[config.mk]
export PLATFORM = sky130hd
export DESIGN_NAME = fetch_unit_flat
export DESIGN_NICKNAME = d
export VERILOG_FILES = /design/src/rtl/cpu_pkg.sv /design/src/rtl/fetch_unit_if.sv /design/src/rtl/fetch_fifo.sv /design/src/rtl/fetch_unit.sv /design/src/flat_wrapper.sv
export SDC_FILE = /design/constraint.sdc
export NUM_CORES = 1
export LEC_CHECK = 0
export ABC_AREA = 1
export CAP_MARGIN = 40
export CORE_ASPECT_RATIO = 0.9
export CORE_MARGIN = 3
export CORE_UTILIZATION = 48
export DETAILED_ROUTE_END_ITERATION = 6
export GPL_TIMING_DRIVEN = 0
export PLACE_DENSITY = 0.8
export REMOVE_ABC_BUFFERS = 1
export SYNTH_ARGS = -nofsm -noshare
export SYNTH_HDL_FRONTEND = slang
export SYNTH_HIERARCHICAL = 1
export SYNTH_SLANG_ARGS = --single-unit
[constraint.sdc]
create_clock -name clk -period 4.5 [get_ports clk]
set_input_delay 0.675 -clock clk [delete_from_list [all_inputs] [get_ports clk]]
set_output_delay 0.675 -clock clk [all_outputs]
set_load 0.01 [all_outputs]
[src/rtl/cpu_pkg.sv]
// Shared types and widths for the instruction fetch path.
package cpu_pkg;

    localparam int WORD_W = 16;
    localparam int ADDR_W = 16;

    typedef enum logic [1:0] {
        IDLE,
        WAIT,
        DROP
    } fetch_state_e;

    typedef struct packed {
        logic [ADDR_W-1:0] pc;
        logic [WORD_W-1:0] instr;
    } fetch_entry_t;

    typedef struct packed {
        fetch_state_e state;
        logic         q_full;
    } fetch_dbg_t;

endpackage

[src/rtl/fetch_unit_if.sv]
// Bus bundle between fetch, instruction memory and decode.
// Handshakes: mem_req/mem_addr hold until mem_ack (ack may land in the first req cycle);
// out_valid/out_instr/out_pc hold until out_ready, transfer when out_valid & out_ready.
interface fetch_unit_if #(
    parameter int ADDR_W = 16,
    parameter int DATA_W = 16
);
    logic              redir;
    logic [ADDR_W-1:0] redir_addr;
    logic              mem_req;
    logic [ADDR_W-1:0] mem_addr;
    logic              mem_ack;
    logic [DATA_W-1:0] mem_rdata;
    logic              out_valid;
    logic [DATA_W-1:0] out_instr;
    logic [ADDR_W-1:0] out_pc;
    logic              out_ready;

    modport master (
        input  redir, redir_addr, mem_ack, mem_rdata, out_ready,
        output mem_req, mem_addr, out_valid, out_instr, out_pc
    );

    modport slave (
        output redir, redir_addr, mem_ack, mem_rdata, out_ready,
        input  mem_req, mem_addr, out_valid, out_instr, out_pc
    );
endinterface

[src/rtl/fetch_fifo.sv]
// Small circular queue of fetched {pc, instr} entries; flush beats push and pop.
module fetch_fifo
    import cpu_pkg::*;
#(
    parameter int DEPTH = 2,
    localparam int PTR_W = $clog2(DEPTH),
    localparam int CNT_W = PTR_W + 1
) (
    input  logic             clk,
    input  logic             rst_n,
    input  logic             push,
    input  fetch_entry_t     push_data,
    input  logic             pop,
    input  logic             flush,
    output fetch_entry_t     head,
    output logic [CNT_W-1:0] count,
    output logic             full,
    output logic             empty
);
    fetch_entry_t     mem_q [DEPTH];
    logic [PTR_W-1:0] rd_ptr, wr_ptr;
    logic             do_push, do_pop;

    assign full    = (count == CNT_W'(DEPTH));
    assign empty   = (count == '0);
    assign do_pop  = pop & ~empty;
    // A full queue may still take a push when the head leaves in the same cycle.
    assign do_push = push & (~full | do_pop);
    assign head    = mem_q[rd_ptr];

    always_ff @(posedge clk or negedge rst_n) begin
        if (!rst_n) begin
            for (int i = 0; i < DEPTH; i++) mem_q[i] <= '0;
            rd_ptr <= '0;
            wr_ptr <= '0;
            count  <= '0;
        end else if (flush) begin
            rd_ptr <= '0;
            wr_ptr <= '0;
            count  <= '0;
        end else begin
            if (do_push) begin
                mem_q[wr_ptr] <= push_data;
                wr_ptr        <= wr_ptr + PTR_W'(1);
            end
            if (do_pop) rd_ptr <= rd_ptr + PTR_W'(1);
            count <= count + CNT_W'(do_push) - CNT_W'(do_pop);
        end
    end

endmodule

[src/rtl/fetch_unit.sv]
// Fetch stage: owns the fetch pointer, issues one memory read at a time when a queue
// slot is guaranteed, and discards responses made stale by a redirect.
module fetch_unit
    import cpu_pkg::*;
#(
    parameter int ADDR_W = cpu_pkg::ADDR_W,
    parameter int DATA_W = cpu_pkg::WORD_W,
    parameter int DEPTH  = 2
) (
    input  logic         clk,
    input  logic         rst_n,
    fetch_unit_if.master bus,
    output fetch_dbg_t   dbg
);
    localparam int CNT_W = $clog2(DEPTH) + 1;

    fetch_state_e      state_q, state_d;
    logic [ADDR_W-1:0] fetch_ptr_q, fetch_ptr_d;
    logic [ADDR_W-1:0] addr_q, addr_d;
    logic              push, pop, credit_ok;
    logic              fifo_full, fifo_empty;
    logic [CNT_W-1:0]  fifo_count;
    fetch_entry_t      push_entry, head;

    // A redirect cancels any pop seen in the same cycle.
    assign pop        = ~fifo_empty & bus.out_ready & ~bus.redir;
    assign credit_ok  = (fifo_count - CNT_W'(pop)) < CNT_W'(DEPTH);
    assign push_entry = '{pc: addr_q, instr: bus.mem_rdata};

    always_ff @(posedge clk or negedge rst_n) begin
        if (!rst_n) begin
            state_q     <= IDLE;
            fetch_ptr_q <= '0;
            addr_q      <= '0;
        end else begin
            state_q     <= state_d;
            fetch_ptr_q <= fetch_ptr_d;
            addr_q      <= addr_d;
        end
    end

    always_comb begin
        state_d     = state_q;
        fetch_ptr_d = fetch_ptr_q;
        addr_d      = addr_q;
        push        = 1'b0;
        case (state_q)
            IDLE: begin
                if (!bus.redir && credit_ok) begin
                    state_d = WAIT;
                    addr_d  = fetch_ptr_q;
                end
            end
            WAIT: begin
                if (bus.mem_ack) begin
                    state_d = IDLE;
                    if (!bus.redir) begin
                        push        = 1'b1;
                        fetch_ptr_d = fetch_ptr_q + ADDR_W'(1);
                    end
                end else if (bus.redir) begin
                    state_d = DROP;
                end
            end
            DROP: begin
                if (bus.mem_ack) state_d = IDLE;
            end
            default: state_d = IDLE;
        endcase
        // The outstanding request is never withdrawn; only the pointer moves.
        if (bus.redir) fetch_ptr_d = bus.redir_addr;
    end

    fetch_fifo #(.DEPTH(DEPTH)) u_fifo (
        .clk       (clk),
        .rst_n     (rst_n),
        .push      (push),
        .push_data (push_entry),
        .pop       (pop),
        .flush     (bus.redir),
        .head      (head),
        .count     (fifo_count),
        .full      (fifo_full),
        .empty     (fifo_empty)
    );

    assign bus.mem_req   = (state_q != IDLE);
    assign bus.mem_addr  = addr_q;
    assign bus.out_valid = ~fifo_empty;
    assign bus.out_pc    = head.pc;
    assign bus.out_instr = head.instr;
    assign dbg           = '{state: state_q, q_full: fifo_full};

endmodule

[src/flat_wrapper.sv]
// flat-port wrapper written by rule: the top's interface ports become plain ports
module fetch_unit_flat import cpu_pkg::*;
#(
    parameter int ADDR_W = cpu_pkg::ADDR_W,
    parameter int DATA_W = cpu_pkg::WORD_W,
    parameter int DEPTH  = 2
)
  (clk, rst_n, dbg, bus_redir, bus_redir_addr, bus_mem_ack, bus_mem_rdata, bus_out_ready, bus_mem_req, bus_mem_addr, bus_out_valid, bus_out_instr, bus_out_pc);
  fetch_unit_if #(.ADDR_W(ADDR_W), .DATA_W(DATA_W)) bus_i ();
  input  logic clk;
  input  logic rst_n;
  output fetch_dbg_t dbg;
  input wire logic [$bits(bus_i.redir)-1:0] bus_redir;
  input wire logic [$bits(bus_i.redir_addr)-1:0] bus_redir_addr;
  input wire logic [$bits(bus_i.mem_ack)-1:0] bus_mem_ack;
  input wire logic [$bits(bus_i.mem_rdata)-1:0] bus_mem_rdata;
  input wire logic [$bits(bus_i.out_ready)-1:0] bus_out_ready;
  output wire logic [$bits(bus_i.mem_req)-1:0] bus_mem_req;
  output wire logic [$bits(bus_i.mem_addr)-1:0] bus_mem_addr;
  output wire logic [$bits(bus_i.out_valid)-1:0] bus_out_valid;
  output wire logic [$bits(bus_i.out_instr)-1:0] bus_out_instr;
  output wire logic [$bits(bus_i.out_pc)-1:0] bus_out_pc;
  assign bus_i.redir = bus_redir;
  assign bus_i.redir_addr = bus_redir_addr;
  assign bus_i.mem_ack = bus_mem_ack;
  assign bus_i.mem_rdata = bus_mem_rdata;
  assign bus_i.out_ready = bus_out_ready;
  assign bus_mem_req = bus_i.mem_req;
  assign bus_mem_addr = bus_i.mem_addr;
  assign bus_out_valid = bus_i.out_valid;
  assign bus_out_instr = bus_i.out_instr;
  assign bus_out_pc = bus_i.out_pc;
  fetch_unit #(.ADDR_W(ADDR_W), .DATA_W(DATA_W), .DEPTH(DEPTH)) u_core (.clk(clk), .rst_n(rst_n), .bus(bus_i), .dbg(dbg));
endmodule
==> run summary <==
WORST SETUP PATH
---------------------------------------------------------------------------------
Reg-to-Reg Start ................................................... u_core/u_fifo/count[1]
Critical path capture point type ...................................    flip-flop
Worst Setup Path Type ..............................................    in -> reg
Signal arrival time at the worst endpoint ..........................      3.55 ns
Data required time of the worst path ...............................      4.72 ns
Critical Path Source Type .......................................... primary input
Origin of the worst setup path .....................................    bus_redir
Crit-path max FO ...................................................           36

STA
---------------------------------------------------------------------------------
Worst slew pin tran ................................................     0.867 ns
Setup Total Neg Slack ..............................................         0 ns
Setup slack after layout ...........................................      1.17 ns
Fin crit period ....................................................      3.33 ns
Slew margin rel. ...................................................        42.1%
Number of max-slew violations in the final report ..................            0
Setup repair after global routing missed its margin ................        false
Final Cycle Share ..................................................        74.0%
Number of setup violations in the final report .....................            0
Final Hold Violating Endpoints .....................................            0
Worst clock skew ...................................................   0.00591 ns
Peak clock frequency supported by timing ...........................      300 MHz

ROUTE
---------------------------------------------------------------------------------
Remaining antenna violation count after routing ....................            0
Number of vias after detailed routing ..............................         4816
Initial DRT Pass Iterations ........................................            5
Total routed wirelength ............................................      13.0 mm
Number of DRC violations after detailed-routing iteration 0 ........          421
DRC viols ..........................................................            0
Via-per-instance ratio .............................................         5.49
Average wire length per cell after detail routing ..................      14.8 um

GLOBAL ROUTE
---------------------------------------------------------------------------------
Gr ovfl total ......................................................            0
Number of global-route vias before repair ..........................         4573
Pin count of the biggest net entering global routing ...............           70
Met2 layer usage reported by global route ..........................        34.5%
Global routing's busiest layer .....................................         met2
Global routing met1 resource utilization ...........................        29.9%
Antenna violations before repair ...................................            0
Wire length of the first global-routing pass .......................      21.7 mm
Combined global-route utilization of all metal layers ..............        21.8%
Global Route met3 Usage ............................................        5.05%

CTS
---------------------------------------------------------------------------------
Sink Count .........................................................          102
Number of buffers added by the clock tree synthesis step ...........            9
Clk root buf .......................................................    clkbuf_16
Clock slew seen by the registers of the worst setup and hold paths .      0.07 ns
CTS H-tree lvls ....................................................            3
Post-CTS Setup Repair Bufs .........................................            0
TritonCTS clock tree ...............................................         done
Maximum root-to-sink buffer count ..................................            2
Post_cts resized ...................................................            0
Count of hold buffers inserted by post-cts repair ..................            0
Skew-Pair Late Insertion Delay .....................................      0.34 ns

POWER
---------------------------------------------------------------------------------
Power per cell area ................................................  480 mW/mm^2
Leakage power summed over all cells ................................      3.28 nW
Worst IR drop on VDD ...............................................     0.226 mV

CELLS AND AREA
---------------------------------------------------------------------------------
Top library cells by usage in the layout, fill and taps aside ...... nand2_1, dfrtp_1, clkdlybuf4s50_1, nand4_1, inv_1
Layout net count ...................................................          783
Share of cells above drive strength 1 ..............................        5.35%
Area growth from synthesis to layout ...............................        23.5%
Diodes inserted ....................................................            0
Post-route cell area ............................................... 0.00651 mm^2
Most common library cell in the layout ignoring fill and taps ......      nand2_1
Fillers ............................................................          928

FLOORPLANNING
---------------------------------------------------------------------------------
Chip Width .........................................................       116 um
Initial Utilization ................................................        50.4%
Top-Level Pins .....................................................           90
Area of the core region ............................................  0.0105 mm^2
Vert. Die Dim ......................................................       105 um
Floorplan row count ................................................           35
Floorplan die area .................................................  0.0123 mm^2

PLACEMENT
---------------------------------------------------------------------------------
Number of port buffers .............................................           89
Gpl congestion .....................................................        0.901
Worst setup slack before clock tree synthesis ......................     0.869 ns
Detailed placer's ending HPWL ......................................      8.70 mm
Cell Area, Placed .................................................. 0.00622 mm^2

SYNTHESIS
---------------------------------------------------------------------------------
Instance count of the mapped netlist ...............................          675
Syn avg cell area ..................................................    7.81 um^2
Seq/Total Area, Yosys ..............................................        48.4%
Cell area after synthesis .......................................... 0.00527 mm^2
Warnings, synthesis ................................................            6
#FFs+latches synth .................................................          102
Unique masters post-synth ..........................................           31

RUN STATUS
---------------------------------------------------------------------------------
Outcome ............................................................    completed

RUN
---------------------------------------------------------------------------------
Count of max-cap constraint violations .............................            0

MIN PATH
---------------------------------------------------------------------------------
Path class of the lowest-slack min-delay path ......................  in -> async

-- cell type report --
class	instances	area (um^2)	share of cell area, %
inverters	35	131	2.02
repair buffers	97	1070	16.5
well taps	129	161	2.48
flip-flops and latches	102	2550	39.2
clock inverters	6	53.8	0.826
clock buffers	10	239	3.67
multi-input cells	498	2300	35.3
-- cell usage after synthesis, drive strengths merged --
cell | count | share of area [%]
xor2 | 4 | 0.66
nand2 | 325 | 23
o211ai | 4 | 0.57
nor2 | 33 | 2.8
o31ai | 1 | 0.14
a21boi | 1 | 0.14
dfrtp | 102 | 48
clkinv | 1 | 0.071
o21bai | 2 | 0.28
nand4 | 85 | 10
a211oi | 1 | 0.14
nand3 | 24 | 2.9
ha | 3 | 0.71
buf | 36 | 5.1
xnor2 | 1 | 0.17
a21oi | 1 | 0.095
inv | 34 | 2.4
nor3 | 2 | 0.28
a31oi | 2 | 0.52
o21ai | 9 | 0.85
clkbuf | 4 | 0.28
-- metrics by stage --
step	cells	hold slack [ns]	utilization, %	power (mW)
2_1_floorplan	635	0.379	-	1.80
3_3_place_gp	853	0.453	57.7	2.34
3_5_place_dp	861	0.458	59.4	2.40
4_1_cts	877	0.284	62.2	3.16
5_1_grt	877	0.299	62.2	3.33
6_report	877	0.282	62.2	3.13
-- logic make-up after synthesis --
family,share of synthesized area (%)
AO/OA/AOI/OAI,2.75
XOR/XNOR,0.831
buffers and inverters,7.93
AND/OR/NAND/NOR,39.4
flip-flops,48.4
adder cells (fa/ha/maj),0.712
-- metal layers --
metal,part of all wire [%],vias to the layer above
met5,0,-
met4,1.4,0
met3,7.5,18
met2,47,210
met1,44,2247
li1,-,2341
-- power breakdown --
part           internal, mW  switching, mW
logic                 0.523          0.500
clock network         0.399          0.345
registers              1.16          0.201
-- critical path: stages --
cell             delay (ns)
clkdlybuf4s50_1        0.56
buf_8                  0.24
nor3_2                 0.21
inv_1                  0.08
nand3_2                0.48
buf_12                 0.27
nand3_2                0.65
nand2_1                0.26
nand2_1                0.09
-- worst paths after layout --
kind                                      endpoint  slack [ns]  cells after the start
max in group asynchronous  u_core/u_fifo/mem_q[56]        3.54                      2
setup / recovery           u_core/u_fifo/mem_q[58]        1.17                      9
hold reg to reg            u_core/u_fifo/mem_q[14]        0.47                      2
hold / removal             u_core/u_fifo/mem_q[33]        0.28                      1
setup reg to reg           u_core/u_fifo/mem_q[58]        1.69                      8
min in group clk           u_core/u_fifo/mem_q[14]        0.47                      2
-- state kept, by name (all words and copies together) (netlist names) --
name,cells
u_core/bus.mem_addr,16
u_core/fetch_ptr_q,16
u_core/state_q,2
u_core/u_fifo/count,2
u_core/u_fifo/mem_q,64
u_core/u_fifo/rd_ptr,1
u_core/u_fifo/wr_ptr,1
(Power assumes the default switching activity.)
